`config.mk`:
```
export PLATFORM = sky130hd
export DESIGN_NAME = walk_arbiter
export DESIGN_NICKNAME = d
export VERILOG_FILES = /design/src/rtl/traffic_pkg.sv /design/src/rtl/walk_arbiter_rr_pick.sv /design/src/rtl/walk_arbiter.sv
export SDC_FILE = /design/constraint.sdc
export NUM_CORES = 1
export LEC_CHECK = 0
export BUFFER_PORTS_ARGS = -buffer_cell sky130_fd_sc_hd__buf_2
export CAP_MARGIN = 20
export CORE_MARGIN = 1.5
export CORE_UTILIZATION = 56
export CTS_BUF_LIST = sky130_fd_sc_hd__clkbuf_8
export CTS_CLUSTER_SIZE = 10
export DETAILED_ROUTE_END_ITERATION = 12
export GPL_TIMING_DRIVEN = 1
export PLACE_DENSITY = 0.95
export SLEW_MARGIN = 25
export SYNTH_ARGS = -nofsm -noshare
export SYNTH_HDL_FRONTEND = slang
export SYNTH_SLANG_ARGS = --single-unit
```
`constraint.sdc`:
```
create_clock -name clk -period 2.3 [get_ports clk]
set_input_delay 0.69 -clock clk [delete_from_list [all_inputs] [get_ports clk]]
set_output_delay 0.69 -clock clk [all_outputs]
set_load 0.1 [all_outputs]
```
`src/rtl/traffic_pkg.sv`:
```
// Shared definitions for the intersection control slice: walk arbiter state
// encodings and the default crosswalk count.
package traffic_pkg;

    localparam int NUM_REQ_DFLT = 4;

    localparam logic [2:0] ST_IDLE    = 3'd0;
    localparam logic [2:0] ST_REQUEST = 3'd1;
    localparam logic [2:0] ST_SERVE   = 3'd2;
    localparam logic [2:0] ST_PREEMPT = 3'd3;
    localparam logic [2:0] ST_GAP     = 3'd4;

endpackage

```
`src/rtl/walk_arbiter_rr_pick.sv`:
```
// Combinational round-robin selector: the first set bit at or after
// (rr_ptr+1) mod NUM_REQ wins, searching upward with wrap.
module rr_pick #(
    parameter int NUM_REQ = 4,
    parameter int PTR_W   = 2
) (
    input  logic [NUM_REQ-1:0] pending,
    input  logic [PTR_W-1:0]   rr_ptr,
    output logic [PTR_W-1:0]   winner,
    output logic               any_valid
);

    logic [PTR_W-1:0] idx;

    // Walk from lowest to highest priority so the last hit is the winner.
    always_comb begin
        winner    = '0;
        any_valid = 1'b0;
        idx       = '0;
        for (int i = NUM_REQ; i >= 1; i--) begin
            idx = PTR_W'((int'(rr_ptr) + i) % NUM_REQ);
            if (pending[idx]) begin
                winner    = idx;
                any_valid = 1'b1;
            end
        end
    end

endmodule

```
`src/rtl/walk_arbiter.sv`:
```
// Shares one pedestrian walk phase among several crosswalk buttons, with
// emergency preemption overriding everything.
//
// state   | meaning
// IDLE    | nothing granted; pick a pending crosswalk or enter preempt
// REQUEST | slot_req high for grant_id, waiting on slot_ack
// SERVE   | walk phase running for grant_id, waiting on slot_done
// PREEMPT | emergency override; handshake outputs held low
// GAP     | one idle cycle so slot_req always drops between slots
module walk_arbiter
    import traffic_pkg::*;
#(
    parameter int NUM_REQ = NUM_REQ_DFLT,
    parameter int PTR_W   = 2
) (
    input  logic               clk,
    input  logic               rst_n,
    input  logic [NUM_REQ-1:0] walk_req,
    input  logic               preempt,
    input  logic               slot_ack,
    input  logic               slot_done,
    output logic               slot_req,
    output logic               grant_valid,
    output logic [PTR_W-1:0]   grant_id,
    output logic [NUM_REQ-1:0] pending,
    output logic               preempt_active,
    output logic [NUM_REQ-1:0] serviced
);

    logic [2:0]         state, state_nxt;
    logic [PTR_W-1:0]   rr_ptr, rr_ptr_nxt, grant_id_nxt, winner;
    logic [NUM_REQ-1:0] pending_nxt, serviced_nxt, grant_oh, req_in;
    logic               any_valid;

    rr_pick #(
        .NUM_REQ (NUM_REQ),
        .PTR_W   (PTR_W)
    ) u_rr_pick (
        .pending   (pending),
        .rr_ptr    (rr_ptr),
        .winner    (winner),
        .any_valid (any_valid)
    );

    assign grant_oh = {{(NUM_REQ-1){1'b0}}, 1'b1} << grant_id;

    always_comb begin
        state_nxt    = state;
        rr_ptr_nxt   = rr_ptr;
        grant_id_nxt = grant_id;
        serviced_nxt = '0;
        // The crosswalk being walked cannot re-arm itself.
        req_in       = (state == ST_SERVE) ? (walk_req & ~grant_oh) : walk_req;
        pending_nxt  = pending | req_in;
        case (state)
            ST_IDLE: begin
                if (preempt) begin
                    state_nxt = ST_PREEMPT;
                end else if (any_valid) begin
                    grant_id_nxt = winner;
                    state_nxt    = ST_REQUEST;
                end
            end
            ST_REQUEST: begin
                if (preempt)       state_nxt = ST_PREEMPT;
                else if (slot_ack) state_nxt = ST_SERVE;
            end
            ST_SERVE: begin
                if (preempt) begin
                    state_nxt = ST_PREEMPT;
                end else if (slot_done) begin
                    pending_nxt  = pending_nxt & ~grant_oh;
                    serviced_nxt = grant_oh;
                    rr_ptr_nxt   = grant_id;
                    state_nxt    = ST_GAP;
                end
            end
            ST_PREEMPT: begin
                if (!preempt) state_nxt = ST_GAP;
            end
            ST_GAP:  state_nxt = ST_IDLE;
            default: state_nxt = ST_IDLE;
        endcase
    end

    always_ff @(posedge clk or negedge rst_n) begin
        if (!rst_n) begin
            state    <= ST_IDLE;
            pending  <= '0;
            rr_ptr   <= PTR_W'(NUM_REQ - 1);
            grant_id <= '0;
            serviced <= '0;
        end else begin
            state    <= state_nxt;
            pending  <= pending_nxt;
            rr_ptr   <= rr_ptr_nxt;
            grant_id <= grant_id_nxt;
            serviced <= serviced_nxt;
        end
    end

    assign slot_req       = (state == ST_REQUEST);
    assign grant_valid    = (state == ST_SERVE);
    assign preempt_active = (state == ST_PREEMPT);

endmodule

```
==> qor.txt <==
Max VDD drop = 0.6277 mV
Setup CP Type = reg2out
drt first pass iters = 4
Clock Pin Slew Worst Setup and Hold Paths = 0.06 ns
filler instances = 91
PD cells = 1242 nW/um^2
WL final = 1541 um
Bufs on Longest Clock Path = 2
placed cell areas = 899.6 um^2
slowest CP cell = dfrtp_1
worst clock skew = 0.001009 ns
via count = 624
Startpoint Class = flip-flop
initial antenna violation count = 0
crit-path max cell delay = 0.49 ns
Routed Antenna Nets = 0
maximum achievable frequency = 450.9 MHz
GRT Residual Overflow = 0
synth unique cells = 29
status = complete, no violations
Post-Synthesis Net Count = 76
Period Utilization, post-route = 96.42%
endpoint class of the critical path = output pin
RSZ-0062 raised after global routing = false
Die ar. = 1576 um^2
number of flops mapped to enable cells by yosys = 0
WP data arrival = 1.53 ns
critical path's top delay family = flip-flops
Antenna Cells = 0
relative slew slack = 67.81%
CTS root buf = clkbuf_8
max-cap violations = 0
Post-Synth Adder-Cell Area = 0%
top_reg_cell synth = dfrtp_1
post-synthesis xor/xnor area fraction = 0%
post-synthesis compound-gate area fraction = 19.07%
die width = 39.71 um
Worst Max-Slew Pin Slew = 0.4862 ns
CP required = 1.61 ns
setup slack, reg-to-reg = 0.67 ns
H-tree depth = 1
Port-buffer cells = 21
# setup viols final = 0
fraction of layout cells with a size suffix above 1 = 40.66%
Synth Area in Simple Gates = 21.89%
worst-skew pair later-pin latency = 0.24 ns
Synthesis Warnings = 0
P_leak = 0.4179 nW
DP HPWL = 1055 um
row count = 13
commonest cells in the synthesized netlist = dfrtp_1 (13), nor2_1 (7), a2bb2oi_1 (4), a31oi_1 (4), inv_1 (4)
CP max FO = 7
HP Class = in2async
largest area contributor in the netlist = dfrtp_1
cts bufs inserted = 3
Ports = 22
largest family of logic cells by synthesized area = simple AND/OR/NAND/NOR gates
CTS tree = built
Via density = 5.887
CP bufs+invs = 2
Tmin final = 2.218 ns
Seq/Total Area, Yosys = 50.08%
Syn Inst Count = 67
Area Overhead vs Synth = 25.54%
number of remaining DRC errors = 0
final hold violations = 0
global-route wire length before repair = 2442 um
vias in the first global route = 527
cts hold-fix bufs = 0
top post-synthesis cells by area = dfrtp_1 (43%), dfstp_2 (7.0%), a2bb2oi_1 (4.6%)
post-route cell area = 947.2 um^2
initial core utilization = 58.71%
die height = 39.71 um
largest net degree at the start of global routing = 16
all-layer global routing usage = 23.60%
Iteration-0 DRC Markers = 28
asr flop ratio synth = 100.0%
cell area after synthesis = 754.5 um^2
mux cell area share after synthesis = 6.302%
drt wl/cell = 14.54 um
Yosys top cell area share = 43.12%
Avg Synthesized Cell Area = 11.26 um^2
Yosys reg bits = 15
setup_tns = 0 ns
# clock sinks = 15
Pwr Total = 0.001177 W
layout net count = 101
placer congestion estimate = 0.8656
Final Max Slew Viols = 0
Core ar. = 1285 um^2
cells along the critical path = or3b_1 -> inv_1 -> buf_12
top-count cell post-synth = dfrtp_1
[cell usage in the layout (no fill, tap or decap), types with 2 or more instances in the layout]
master     count
nand2_1        3
mux2_2         2
nand2b_1       3
clkbuf_8       3
dfstp_2        2
o22a_1         2
inv_1          4
buf_2         20
a21oi_1        2
nor2_1         7
a2bb2oi_1      4
dfrtp_1       12
a31oi_1        4
o32a_1         3
[power by group]
group          switching, W  internal [W]
Sequential         0.000103      0.000332
Combinational      0.000374      0.000161
Clock             0.0000881      0.000120
Total              0.000564      0.000613
[worst register-to-register path, cell delays in order (launching register included)]
cell     delay (ns)
dfrtp_1        0.44
or4_4          0.58
and3_4         0.21
mux2_4         0.29
[metrics by stage]
step                setup slack (ns)  hold slack, ns  util, %  instances
floorplan                    0.05548          0.3944        -         67
global placement              0.3741          0.6056    70.01        102
detailed placement            0.3460          0.5965    70.01        102
CTS                          0.04503          0.3480    73.61        106
global route                 0.01312          0.3650    73.71        106
finish                       0.08233          0.3400    73.71        106
[path summary, 6_finish.rpt]
path	cells past startpoint	start	endpoint
max in group asynchronous	1	rst_n	rr_ptr[0]$_DFFE_PN1P_
min	1	rst_n	state[1]$_DFFE_PN0P_
max reg2reg	3	pending[1]$_DFF_PN0_	grant_id[1]$_DFFE_PN0P_
min reg2reg	1	grant_id[0]$_DFFE_PN0P_	serviced[0]$_DFF_PN0_
min in group clk	1	grant_id[0]$_DFFE_PN0P_	serviced[0]$_DFF_PN0_
max	3	state[2]$_DFFE_PN0P_	grant_valid
[what timing repair did]
action,CTS,global route
endpoints found under the setup margin,0,1
setup buffers,0,0
gates resized for setup,0,1
[area by class of cell]
class / instances / area, um^2 / area share [%]
Inverter: 4 / 15.01 / 1.585
Tap cell: 15 / 18.77 / 1.982
Multi-Input combinational cell: 47 / 367.9 / 38.84
Clock inverter: 1 / 5.005 / 0.5284
Clock buffer: 3 / 41.29 / 4.359
Sequential cell: 15 / 379.1 / 40.03
Timing Repair Buffer: 21 / 120.1 / 12.68
[routing by layer]
metal  up-vias  global-route usage [%]  wire (um)
li1        299                       -          -
met1       294                   31.80        673
met2        31                   37.30        773
met3         0                   5.114         94
met4         0                   6.897          0
met5         -                       0          0
[sequential cells by signal (all words and copies together), names as in the netlist]
register and cells:
pending 4, serviced 4, state 3, grant_id 2
rr_ptr 2
[cells by family after synthesis]
family | Yosys count
muxes | 4
buffers and inverters | 5
AOI/OAI and AO/OA | 18
and+or+nand+nor | 25
DFF | 15
Note: power is estimated with default switching activity, not from simulation.
